### src/rtl/score_draw_ctrl_if.sv
// Score-draw bus: raster/score controls in, ROM and palette hookups, and the
// drawn pixel out.
//   master : raster source / ROM / palette side (drives DrawX/DrawY, score pulses,
//            rom_data and pal_*; observes rom_addr, pal_index, pixel and score)
//   slave  : score_draw_ctrl side
interface score_draw_ctrl_if #(
    parameter int unsigned NUM_DIGITS = 4,
    parameter int unsigned ADDR_W     = 12
);
    logic                    frame_start;
    logic                    score_inc;
    logic                    score_clr;
    logic [9:0]              DrawX;
    logic [9:0]              DrawY;
    logic [ADDR_W-1:0]       rom_addr;
    logic [3:0]              rom_data;
    logic [3:0]              pal_index;
    logic [3:0]              pal_red;
    logic [3:0]              pal_green;
    logic [3:0]              pal_blue;
    logic                    pixel_on;
    logic [3:0]              red;
    logic [3:0]              green;
    logic [3:0]              blue;
    logic [4*NUM_DIGITS-1:0] score_bcd;

    modport master (
        output frame_start, score_inc, score_clr, DrawX, DrawY,
        output rom_data, pal_red, pal_green, pal_blue,
        input  rom_addr, pal_index, pixel_on, red, green, blue, score_bcd
    );

    modport slave (
        input  frame_start, score_inc, score_clr, DrawX, DrawY,
        input  rom_data, pal_red, pal_green, pal_blue,
        output rom_addr, pal_index, pixel_on, red, green, blue, score_bcd
    );
endinterface

### src/rtl/score_draw_ctrl.sv
// score_draw_ctrl: BCD score counter plus a 3-stage streaming pipeline that
// draws the score from a shared digit-sprite ROM and a combinational palette.
//   Clk, Reset        : pixel clock, synchronous active-high reset
//   bus.frame_start   : snapshot the live score for the coming frame
//   bus.score_inc/clr : saturating BCD increment / clear (clear wins)
//   bus.DrawX/DrawY   : raster position (pixel n)
//   bus.rom_addr      : sprite ROM address for pixel n, valid at n+1
//   bus.rom_data      : ROM palette index, valid at n+2
//   bus.pal_index     : rom_data passed straight to the palette
//   bus.pal_*         : palette colour for pal_index
//   bus.pixel_on/rgb  : score pixel for pixel n, valid at n+3
//   bus.score_bcd     : live score, most significant digit in the top nibble
module score_draw_ctrl #(
    parameter int unsigned NUM_DIGITS = 4,
    parameter int unsigned DIGIT_W    = 16,
    parameter int unsigned DIGIT_H    = 16,
    parameter int unsigned X0         = 16,
    parameter int unsigned Y0         = 8,
    parameter int unsigned ADDR_W     = 12,
    parameter int unsigned TRANSP_IDX = 0,
    parameter int unsigned LZ_BLANK   = 1
) (
    input logic              Clk,
    input logic              Reset,
    score_draw_ctrl_if.slave bus
);

    localparam int unsigned COL_W     = $clog2(DIGIT_W);
    localparam int unsigned ROW_W     = $clog2(DIGIT_H);
    localparam int unsigned SLOT_W    = (NUM_DIGITS > 1) ? $clog2(NUM_DIGITS) : 1;
    localparam int unsigned SPRITE_SZ = DIGIT_W * DIGIT_H;
    localparam logic [10:0] BOX_W     = 11'(NUM_DIGITS * DIGIT_W);
    localparam logic [10:0] BOX_H     = 11'(DIGIT_H);

    typedef logic [NUM_DIGITS-1:0][3:0] bcd_t;

    // State
    bcd_t              live_q, live_d;
    bcd_t              snap_q, snap_d;
    logic              hit1_q, hit1_d;
    logic [ADDR_W-1:0] rom_addr_q, rom_addr_d;
    logic              hit2_q, hit2_d;
    logic              pixel_on_q, pixel_on_d;
    logic [3:0]        red_q, red_d;
    logic [3:0]        green_q, green_d;
    logic [3:0]        blue_q, blue_d;

    // Stage-1 geometry
    logic signed [10:0]    dx, dy;
    logic [10:0]           dx_u, dy_u;
    logic                  in_box;
    logic [SLOT_W-1:0]     slot;
    logic [SLOT_W-1:0]     didx;
    logic [3:0]            dval;
    logic [NUM_DIGITS-1:0] blank;
    logic [COL_W-1:0]      col;
    logic [ROW_W-1:0]      row;
    logic                  opaque;

    // Live score: clear, or saturating BCD increment rippled through all digits.
    always_comb begin
        logic all_nines;
        logic carry;
        live_d    = live_q;
        all_nines = 1'b1;
        carry     = 1'b1;
        for (int i = 0; i < int'(NUM_DIGITS); i++) begin
            if (live_q[i] != 4'd9) all_nines = 1'b0;
        end
        if (bus.score_clr) begin
            live_d = '0;
        end else if (bus.score_inc && !all_nines) begin
            for (int i = 0; i < int'(NUM_DIGITS); i++) begin
                if (carry) begin
                    if (live_q[i] == 4'd9) begin
                        live_d[i] = 4'd0;
                    end else begin
                        live_d[i] = live_q[i] + 4'd1;
                        carry     = 1'b0;
                    end
                end
            end
        end
        // Snapshot takes the pre-update value when an update coincides.
        snap_d = bus.frame_start ? live_q : snap_q;
    end

    // Stage 1: box test, digit select, leading-zero blank, ROM address.
    always_comb begin
        logic zeros_above;
        // Signed 11-bit offsets so positions left of/above the box go negative.
        dx   = signed'({1'b0, bus.DrawX}) - signed'(11'(X0));
        dy   = signed'({1'b0, bus.DrawY}) - signed'(11'(Y0));
        dx_u = unsigned'(dx);
        dy_u = unsigned'(dy);
        in_box = !dx[10] && !dy[10] && (dx_u < BOX_W) && (dy_u < BOX_H);

        // Screen slot 0 is leftmost and shows the most significant digit.
        slot = SLOT_W'(dx_u >> COL_W);
        didx = SLOT_W'(NUM_DIGITS - 1) - slot;
        dval = snap_q[didx];
        col  = dx_u[COL_W-1:0];
        row  = dy_u[ROW_W-1:0];

        // A digit blanks when it and every more significant digit are zero.
        zeros_above = 1'b1;
        blank       = '0;
        for (int i = int'(NUM_DIGITS) - 1; i >= 0; i--) begin
            zeros_above = zeros_above && (snap_q[i] == 4'd0);
            blank[i]    = (LZ_BLANK != 0) && (i != 0) && zeros_above;
        end

        hit1_d     = in_box && !blank[didx];
        rom_addr_d = '0;
        if (hit1_d) begin
            rom_addr_d = (ADDR_W'(dval) * ADDR_W'(SPRITE_SZ))
                       + (ADDR_W'(row) << COL_W)
                       + ADDR_W'(col);
        end
    end

    // Stages 2/3: hit delayed alongside the ROM read, then colour registered.
    always_comb begin
        hit2_d     = hit1_q;
        opaque     = hit2_q && (bus.rom_data != 4'(TRANSP_IDX));
        pixel_on_d = opaque;
        red_d      = opaque ? bus.pal_red   : 4'd0;
        green_d    = opaque ? bus.pal_green : 4'd0;
        blue_d     = opaque ? bus.pal_blue  : 4'd0;
    end

    always_ff @(posedge Clk) begin
        if (Reset) begin
            live_q     <= '0;
            snap_q     <= '0;
            hit1_q     <= 1'b0;
            rom_addr_q <= '0;
            hit2_q     <= 1'b0;
            pixel_on_q <= 1'b0;
            red_q      <= 4'd0;
            green_q    <= 4'd0;
            blue_q     <= 4'd0;
        end else begin
            live_q     <= live_d;
            snap_q     <= snap_d;
            hit1_q     <= hit1_d;
            rom_addr_q <= rom_addr_d;
            hit2_q     <= hit2_d;
            pixel_on_q <= pixel_on_d;
            red_q      <= red_d;
            green_q    <= green_d;
            blue_q     <= blue_d;
        end
    end

    assign bus.rom_addr  = rom_addr_q;
    assign bus.pal_index = bus.rom_data;
    assign bus.pixel_on  = pixel_on_q;
    assign bus.red       = red_q;
    assign bus.green     = green_q;
    assign bus.blue      = blue_q;
    assign bus.score_bcd = live_q;

endmodule

### src/flat_wrapper.sv
// flat-port wrapper written by rule: the top's interface ports become plain ports
module score_draw_ctrl_flat 
#(
    parameter int unsigned NUM_DIGITS = 4,
    parameter int unsigned DIGIT_W    = 16,
    parameter int unsigned DIGIT_H    = 16,
    parameter int unsigned X0         = 16,
    parameter int unsigned Y0         = 8,
    parameter int unsigned ADDR_W     = 12,
    parameter int unsigned TRANSP_IDX = 0,
    parameter int unsigned LZ_BLANK   = 1
)
  (Clk, Reset, bus_frame_start, bus_score_inc, bus_score_clr, bus_DrawX, bus_DrawY, bus_rom_data, bus_pal_red, bus_pal_green, bus_pal_blue, bus_rom_addr, bus_pal_index, bus_pixel_on, bus_red, bus_green, bus_blue, bus_score_bcd);
  score_draw_ctrl_if #(.NUM_DIGITS(NUM_DIGITS), .ADDR_W(ADDR_W)) bus_i ();
  input logic Clk;
  input logic Reset;
  input wire logic [$bits(bus_i.frame_start)-1:0] bus_frame_start;
  input wire logic [$bits(bus_i.score_inc)-1:0] bus_score_inc;
  input wire logic [$bits(bus_i.score_clr)-1:0] bus_score_clr;
  input wire logic [$bits(bus_i.DrawX)-1:0] bus_DrawX;
  input wire logic [$bits(bus_i.DrawY)-1:0] bus_DrawY;
  input wire logic [$bits(bus_i.rom_data)-1:0] bus_rom_data;
  input wire logic [$bits(bus_i.pal_red)-1:0] bus_pal_red;
  input wire logic [$bits(bus_i.pal_green)-1:0] bus_pal_green;
  input wire logic [$bits(bus_i.pal_blue)-1:0] bus_pal_blue;
  output wire logic [$bits(bus_i.rom_addr)-1:0] bus_rom_addr;
  output wire logic [$bits(bus_i.pal_index)-1:0] bus_pal_index;
  output wire logic [$bits(bus_i.pixel_on)-1:0] bus_pixel_on;
  output wire logic [$bits(bus_i.red)-1:0] bus_red;
  output wire logic [$bits(bus_i.green)-1:0] bus_green;
  output wire logic [$bits(bus_i.blue)-1:0] bus_blue;
  output wire logic [$bits(bus_i.score_bcd)-1:0] bus_score_bcd;
  assign bus_i.frame_start = bus_frame_start;
  assign bus_i.score_inc = bus_score_inc;
  assign bus_i.score_clr = bus_score_clr;
  assign bus_i.DrawX = bus_DrawX;
  assign bus_i.DrawY = bus_DrawY;
  assign bus_i.rom_data = bus_rom_data;
  assign bus_i.pal_red = bus_pal_red;
  assign bus_i.pal_green = bus_pal_green;
  assign bus_i.pal_blue = bus_pal_blue;
  assign bus_rom_addr = bus_i.rom_addr;
  assign bus_pal_index = bus_i.pal_index;
  assign bus_pixel_on = bus_i.pixel_on;
  assign bus_red = bus_i.red;
  assign bus_green = bus_i.green;
  assign bus_blue = bus_i.blue;
  assign bus_score_bcd = bus_i.score_bcd;
  score_draw_ctrl #(.NUM_DIGITS(NUM_DIGITS), .DIGIT_W(DIGIT_W), .DIGIT_H(DIGIT_H), .X0(X0), .Y0(Y0), .ADDR_W(ADDR_W), .TRANSP_IDX(TRANSP_IDX), .LZ_BLANK(LZ_BLANK)) u_core (.Clk(Clk), .Reset(Reset), .bus(bus_i));
endmodule
### config.mk
export PLATFORM = sky130hd
export DESIGN_NAME = score_draw_ctrl_flat
export DESIGN_NICKNAME = d
export VERILOG_FILES = /design/src/rtl/score_draw_ctrl_if.sv /design/src/rtl/score_draw_ctrl.sv /design/src/flat_wrapper.sv
export SDC_FILE = /design/constraint.sdc
export NUM_CORES = 1
export LEC_CHECK = 0
export BUFFER_PORTS_ARGS = -buffer_cell sky130_fd_sc_hd__buf_2
export CORE_MARGIN = 2
export CORE_UTILIZATION = 35
export CTS_CLUSTER_SIZE = 12
export DETAILED_ROUTE_END_ITERATION = 8
export GPL_TIMING_DRIVEN = 0
export PLACE_DENSITY_LB_ADDON = 0.25
export SLEW_MARGIN = 10
export SYNTH_ARGS = -nofsm -noshare
export SYNTH_HDL_FRONTEND = slang
export SYNTH_SLANG_ARGS = --single-unit
### constraint.sdc
create_clock -name Clk -period 2.8 [get_ports Clk]
set_input_delay 0.28 -clock Clk [delete_from_list [all_inputs] [get_ports Clk]]
set_output_delay 0.28 -clock Clk [all_outputs]
set_load 0.02 [all_outputs]
==> results.ini, run 1 <==
[setup_path]
cp_max_fo = 9
worst-endpoint-required_ns = 3.07
critPathKind = flip-flop to flip-flop
cp-end-kind = flip-flop
arrival_ns = 2.07
crit_path_start_kind = flip-flop

[clocking]
clk_path_buf_depth = 2
cts_hold_buf = 0
cts_resized = 0
path_clk_slew_ns = 0.07
tritoncts = built
cts_root_buf = clkbuf_8
htreeDepth = 3
cts_buffers = 9
cts_sinks = 59
cts_setup_buffers = 0
clock_latency_ns = 0.34

[synthesis]
synth-seq-area-share_pct = 46.85
synthCells = 250
synth_xor_area_share_pct = 2.084
synth_ff_type = dfxtp_1
avgSynthCellArea_um2 = 10.08
yosys.area_share.simple_pct = 27.10
synth_edf_count = 0
ys_types = 44
synthAdderAreaFrac_pct = 0.9926
ys_warn_count = 0
synth_top_family_by_area = simple AND/OR/NAND/NOR gates
synthArstFlopShare_pct = 0
synth_compound_area_share_pct = 7.295
netlist_area_um2 = 2521
syn_nets = 293
muxShareOfSynthArea_pct = 10.32
ys_ff_latch = 59

[finish]
insertedDiodeCount = 0
num-fill-cells = 664
seq_area_um2 = 1181
area_growth_pct = 31.12
layout_common_cells = buf_2 (89), dfxtp_1 (59), nor2_1 (28)
drive_gt1_share_pct = 37.54
multi_input_area_um2 = 1205
finalNetCount = 387
final_common_cell = buf_2

[place]
portBuffers = 83
globalplace.congestion = 0.8058
dp_hpwl_um = 4157

[detailed_routing]
firstDrtPassIters = 4
vias = 2116
drt_iter0_markers = 69
drc = 0
finalWirelength_um = 5609
viasPerCell = 4.755
wire_per_inst_um = 12.60
antenna_left = 0

[sta]
layout_worst_path_cycle_share_pct = 64.30
rsz0062_at_grt = false
worst_pin_slew_ns = 0.5094
setup_tns_ns = 0
hold_viol = 0
slew_headroom_pct = 65.91
finClkSkew_ns = 0.007140
final-setup-viol-count = 0
fin_crit_ns = 1.800
slew_viol_final = 0
max_freq_mhz = 555.4

[pwr]
internal_power_mw = 1.504
p_total_mw = 1.909
swShare_pct = 21.21
ir_drop_mv = 0.2914
power.density_nw_per_um2 = 577.6
p_clk_share_pct = 50.7
leakage_nw = 1.457
pwr-share-comb_pct = 5.2
p_switching_mw = 0.4050
pwr-share-seq_pct = 44.1

[global_routing]
grt.total_usage_pct = 15.26
grt_pass1_wl_um = 9363
grt_max_degree = 12
grt_overflow_total = 0
antenna_found_initial = 0
grt_pass1_vias = 1993

[floorplan]
initial_core_util_pct = 36.70
io_pins = 86
die_h_um = 88.87
num_rows = 30
coreArea_um2 = 6869
dieArea_um2 = 7898
die_width_um = 88.87

[hold_path]
worstHoldPathType = input port to flip-flop

[run]
maxCapViolCount = 0

[outcome]
status = finished clean

## worst max-delay path, stage by stage (launching register included)
cell,delay [ns]
dfxtp_1,0.46
nor3b_4,0.47
nand3_4,0.15
or4_1,0.49
a21oi_1,0.15
## cell usage after synthesis (all sizes together) (2+ instances only)
master / n / area share [%]
or3: 2 / 0.50
nand4: 6 / 1.5
xor2: 2 / 0.69
xnor2: 4 / 1.4
nor2b: 4 / 0.99
nor4: 5 / 1.2
or4: 3 / 1.0
a31oi: 2 / 0.50
dfxtp: 59 / 47
nand3b: 4 / 1.2
clkbuf: 6 / 0.89
and2: 15 / 3.7
nor2: 28 / 4.2
o31ai: 2 / 0.60
o211ai: 2 / 0.60
a41o: 2 / 0.84
o21ai: 4 / 0.79
mux4: 4 / 3.6
inv: 8 / 1.2
nand2: 8 / 1.2
nor3: 5 / 0.99
a21oi: 12 / 2.4
buf: 12 / 3.3
mux2i: 17 / 6.7
a211o: 2 / 0.69
nor3b: 14 / 6.2
ha: 2 / 0.99
and4bb: 2 / 0.99
nand3: 6 / 1.7
## area by class of cell
type,count,area share (%)
clock inverter,6,3.369
sequential,59,35.73
buffer,18,3.179
tap,96,3.634
clock buffer,10,4.164
timing repair buffer,83,12.57
multi-input combinational,165,36.45
inverter,8,0.9084
## power by group through the flow
stage	registers (mW)	logic, mW	clock network, mW
floorplan	0.862	0.0565	0
finish	0.842	0.0988	0.968
global placement	0.861	0.0982	0
global route	0.842	0.110	1.03
detailed placement	0.861	0.0992	0
CTS	0.842	0.0997	0.990
## registers in the layout, indices dropped and copies added, names as in the netlist
| register | count |
|---|---|
| u_core.bus.score_bcd | 16 |
| u_core.snap_q | 16 |
| u_core.bus.rom_addr | 12 |
| u_core.bus.blue | 4 |
| u_core.bus.green | 4 |
| u_core.bus.red | 4 |
| u_core.bus.pixel_on | 1 |
| u_core.hit1_q | 1 |
| u_core.hit2_q | 1 |
## cell families (layout without fill, tap and decap cells)
family | after synthesis | after routing
AOI/OAI and AO/OA | 29 | 29
muxes | 21 | 21
buffers and inverters | 26 | 125
xor gates and xnor gates | 6 | 6
DFF | 59 | 59
and+or+nand+nor | 107 | 107
adders and majority gates | 2 | 2
## metal layers
metal / part of all wire, % / global-route usage [%] / vias up
li1: - / - / 1066
met1: 47 / 19.09 / 957
met2: 43 / 23.95 / 86
met3: 9.0 / 6.437 / 7
met4: 0.98 / 4.683 / 0
met5: 0 / 0 / -
## final timing paths
path / from / endpoint / slack, ns / depth (start not counted)
setup / recovery: u_core.bus.score_bcd[3] / u_core.bus.score_bcd[13] / 1.0 / 4
hold / removal: bus_DrawY[3] / u_core.bus.rom_addr[7] / 0.13 / 2
setup reg to reg: u_core.bus.score_bcd[3] / u_core.bus.score_bcd[13] / 1.0 / 4
hold reg to reg: u_core.hit1_q / u_core.hit2_q / 0.44 / 1
## through the flow
stage	hold WS, ns	util (%)	area, um^2	instances	worst slack [ns]
final	0.1321	48.12	3306	445	0.9995
after global routing	0.1150	48.12	3306	445	0.8152
after CTS	0.1151	48.12	3306	445	0.9676
after detailed placement	0.4292	44.50	3057	429	0.8115
after global placement	0.4211	44.50	3057	429	0.8667
after floorplan	0.3593	-	2521	250	0.9777
No activity file was read; power rests on OpenSTA's default activity.
==> run 2, diff against run 1 <==
--- a/config.mk
+++ b/config.mk
@@ -5,6 +5,7 @@
 export SDC_FILE = /design/constraint.sdc
 export NUM_CORES = 1
 export LEC_CHECK = 0
+export ABC_AREA = 1
 export BUFFER_PORTS_ARGS = -buffer_cell sky130_fd_sc_hd__buf_2
 export CORE_MARGIN = 2
 export CORE_UTILIZATION = 35
==> constraint.sdc (replaced) <==
create_clock -name Clk -period 1.45 [get_ports Clk]
set_input_delay 0.145 -clock Clk [delete_from_list [all_inputs] [get_ports Clk]]
set_output_delay 0.145 -clock Clk [all_outputs]
set_load 0.02 [all_outputs]
==> run 2 against run 1 <==
Via count grew 16%. Non-clock buffer count is 4 higher. Clock skew up 0.0014 ns. Cell count grew 23%. Sequential share of layout area decreased by 1.4 points. Fmax rose by 35%. Clock-buffer cell count is 1 lower. Sequential power rose by 97%. Register-to-register slack got worse by 0.88 ns. First-iteration DRC count grew 30%. Critical endpoint is now u_core.bus.score_bcd[9].
==> results.ini, run 2 <==
[detailed_routing]
drt_iter0_markers = 90  ; was 69
drc = 0  ; unchanged
wire_per_inst_um = 11.19  ; was 12.60 um
viasPerCell = 4.489  ; was 4.755
firstDrtPassIters = 4  ; unchanged
finalWirelength_um = 6108  ; was 5609 um
antenna_left = 0  ; unchanged
vias = 2451  ; was 2116

[pwr]
ir_drop_mv = 0.5143  ; was 0.2914 mV
power.density_nw_per_um2 = 1028  ; was 577.6 nW/um^2
pwr-share-seq_pct = 46.7  ; was 44.1%
internal_power_mw = 2.717  ; was 1.504 mW
p_clk_share_pct = 45.9  ; was 50.7%
swShare_pct = 23.63  ; was 21.21%
leakage_nw = 1.668  ; was 1.457 nW
pwr-share-comb_pct = 7.4  ; was 5.2%
p_total_mw = 3.558  ; was 1.909 mW
p_switching_mw = 0.8408  ; was 0.4050 mW

[setup_path]
path_cells = nor2_4 > nand2_4 > nor2_8 > nand3_4 > buf_6 > nand4_1 > a21oi_1  ; was nor3b_4 > nand3_4 > or4_1 > a21oi_1
crit_path_start_kind = flip-flop  ; unchanged
arrival_ns = 1.53  ; was 2.07 ns
crit_path_max_incr_delay_ns = 0.41  ; was 0.49 ns
worst-endpoint-required_ns = 1.64  ; was 3.07 ns
crit_path_top_delay_cell = dfxtp_1  ; was or4_1
cp_max_fo = 10  ; was 9
worstPathBufferInverterCount = 1  ; was 0
crit_family = simple AND/OR/NAND/NOR gates  ; unchanged
critPathKind = flip-flop to flip-flop  ; unchanged
cp-end-kind = flip-flop  ; unchanged

[sta]
slew_viol_final = 0  ; unchanged
finClkSkew_ns = 0.008545  ; was 0.007140 ns
hold_viol = 0  ; unchanged
worst_pin_slew_ns = 0.4793  ; was 0.5094 ns
layout_worst_path_cycle_share_pct = 91.79  ; was 64.30%
final-setup-viol-count = 0  ; unchanged
setup_ws_ns = 0.1191  ; was 0.9995 ns
max_freq_mhz = 751.4  ; was 555.4 MHz
fin_crit_ns = 1.331  ; was 1.800 ns
slew_headroom_pct = 67.93  ; was 65.91%

[floorplan]
die_width_um = 90.44  ; was 88.87 um
coreArea_um2 = 7253  ; was 6869 um^2
num_rows = 31  ; was 30
io_pins = 86  ; unchanged
dieArea_um2 = 8178  ; was 7898 um^2
initial_core_util_pct = 36.05  ; was 36.70%
die_h_um = 90.44  ; was 88.87 um

[hold_path]
worstHoldPathType = input port to flip-flop  ; unchanged

[finish]
drive_gt1_share_pct = 34.00  ; was 37.54%
final_common_cell = buf_2  ; unchanged
finalNonFillerCells = 546  ; was 445
finalNetCount = 485  ; was 387
area_growth_pct = 32.39  ; was 31.12%
layout_common_cells = buf_2 (84), nor2_1 (55), dfxtp_1 (53)  ; was buf_2 (89), dfxtp_1 (59), nor2_1 (28)
design_area_um2 = 3462  ; was 3306 um^2
post-route-util_pct = 47.73  ; was 48.12%
num-fill-cells = 754  ; was 664
insertedDiodeCount = 0  ; unchanged

[place]
portBuffers = 83  ; unchanged
dp_hpwl_um = 4566  ; was 4157 um
post_dp_cell_area_um2 = 3154  ; was 3057 um^2
globalplace.congestion = 0.8541  ; was 0.8058
post-place-ws_ns = -0.2142  ; was 0.8115 ns
dp.cells = 523  ; was 429

[global_routing]
grt_pass1_wl_um = 10600  ; was 9363 um
grt_pass1_vias = 2293  ; was 1993
grt_max_degree = 12  ; unchanged
grt_overflow_total = 0  ; unchanged
antenna_found_initial = 0  ; unchanged
grt.total_usage_pct = 15.79  ; was 15.26%

[clocking]
htreeDepth = 3  ; unchanged
cts_buffers = 9  ; unchanged
clock_latency_ns = 0.33  ; was 0.34 ns
path_clk_slew_ns = 0.07  ; about the same
tritoncts = built  ; unchanged
cts_root_buf = clkbuf_8  ; unchanged
cts_sinks = 59  ; unchanged
clk_path_buf_depth = 2  ; unchanged

[synthesis]
yosys.area.top_type = dfxtp_1  ; unchanged
yosysMostFrequentCell = dfxtp_1  ; unchanged
synth_xor_area_share_pct = 3.349  ; was 2.084%
synth_common_cells = dfxtp_1 (59), nor2_1 (58), inv_1 (47), nand2_1 (34), o21ai_0 (32)  ; was dfxtp_1 (59), nor2_1 (28), mux2i_1 (17), and2_1 (15), a21oi_1 (12)
netlist_area_um2 = 2615  ; was 2521 um^2
ys_top_cells_by_area = dfxtp_1 (45%), nor2_1 (8.3%), inv_1 (6.7%)  ; was dfxtp_1 (47%), mux2i_1 (6.7%), nor2_1 (4.2%)
synthArstFlopShare_pct = 0  ; unchanged
ys_warn_count = 0  ; unchanged
synth-seq-area-share_pct = 45.17  ; was 46.85%
syn_nets = 384  ; was 293
synth_edf_count = 0  ; unchanged
synth_top_family_by_area = simple AND/OR/NAND/NOR gates  ; unchanged
synth_ff_type = dfxtp_1  ; unchanged
synthCells = 341  ; was 250
synthAdderAreaFrac_pct = 0.9569  ; was 0.9926%
synthDominantCellAreaShare_pct = 45.17  ; was 46.85%
ys_ff_latch = 59  ; unchanged
muxShareOfSynthArea_pct = 0  ; was 10.32%
avgSynthCellArea_um2 = 7.669  ; was 10.08 um^2
ys_types = 31  ; was 44
synth_compound_area_share_pct = 13.16  ; was 7.295%
yosys.area_share.simple_pct = 26.12  ; was 27.10%

[run]
maxCapViolCount = 0  ; unchanged

[outcome]
status = finished clean  ; unchanged

## run 2: changes by cell type in the layout (fill, tap and decap cells not counted), moves of 8 or more
cell     delta
mux2i_1    -17
inv_2      +10
o21ai_0    +28
nor2_1     +27
inv_1      +37
nor3b_2     -8
a21oi_1    +17
and2_1     -15
nand2_1    +26
## run 2: layer usage
metal / up-vias / global-route usage [%] / share of wire, %
met4: 0 / 5.385 / 1.5
met5: - / 0 / 0
met1: 1085 / 20.25 / 48
met2: 73 / 25.63 / 45
li1: 1284 / - / -
met3: 9 / 4.341 / 5.8
## run 2: what timing repair did
action | 4_1_cts | 5_1_grt
endpoints found under the setup margin | 0 | 16
setup buffers | 0 | 4
hold buffers | 1 | 2
hold endpoints to repair | 1 | 2
gates resized for setup | 0 | 13
## run 2: cells by family (layout without fill, tap and decap cells)
| kind of cell | Yosys count | count (layout) |
|---|---|---|
| simple gates | 134 | 134 |
| buf+inv | 70 | 176 |
| compound gates | 66 | 66 |
| flops | 59 | 59 |
| xor+xnor | 10 | 10 |
| fa+ha+maj | 2 | 2 |
## run 2: path summary, 6_finish.rpt
path              slack [ns]                 endpoint  cells past startpoint                     from
setup reg to reg        0.12  u_core.bus.score_bcd[9]                      7  u_core.bus.score_bcd[5]
hold reg to reg         0.41            u_core.hit2_q                      2            u_core.hit1_q
hold / removal          0.02       u_core.bus.blue[2]                      3          bus_pal_blue[2]
setup / recovery        0.12  u_core.bus.score_bcd[9]                      7  u_core.bus.score_bcd[5]
## run 2: area by class of cell
class,instances,area [um^2],area share [%]
multi-input combinational,212,1164,33.61
inverter,55,206.4,5.963
buffer,15,87.58,2.530
sequential,59,1189,34.33
clock inverter,7,92.59,2.674
timing repair buffer,90,475.5,13.73
clock buffer,9,123.9,3.578
tap,99,123.9,3.578
## run 2: metrics by stage
stage	hold WS, ns	setup TNS [ns]
global placement	0.3270	-1.825
detailed placement	0.3317	-2.127
floorplan	0.2162	0
global route	0.004366	-0.01026
finish	0.01767	0
CTS	0.002156	0
## run 2: worst min-delay path: cells and delay by family
family / cells / cell delay, ns
buf+inv: 2 / 0.13
simple gates: 1 / 0.03
## run 2: power by group through the flow
stage	combinational, mW	clock, mW	sequential, mW
2_1_floorplan	0.157	0	1.69
3_3_place_gp	0.252	0	1.70
3_5_place_dp	0.254	0	1.70
4_1_cts	0.258	1.69	1.66
5_1_grt	0.299	1.78	1.66
6_report	0.263	1.63	1.66
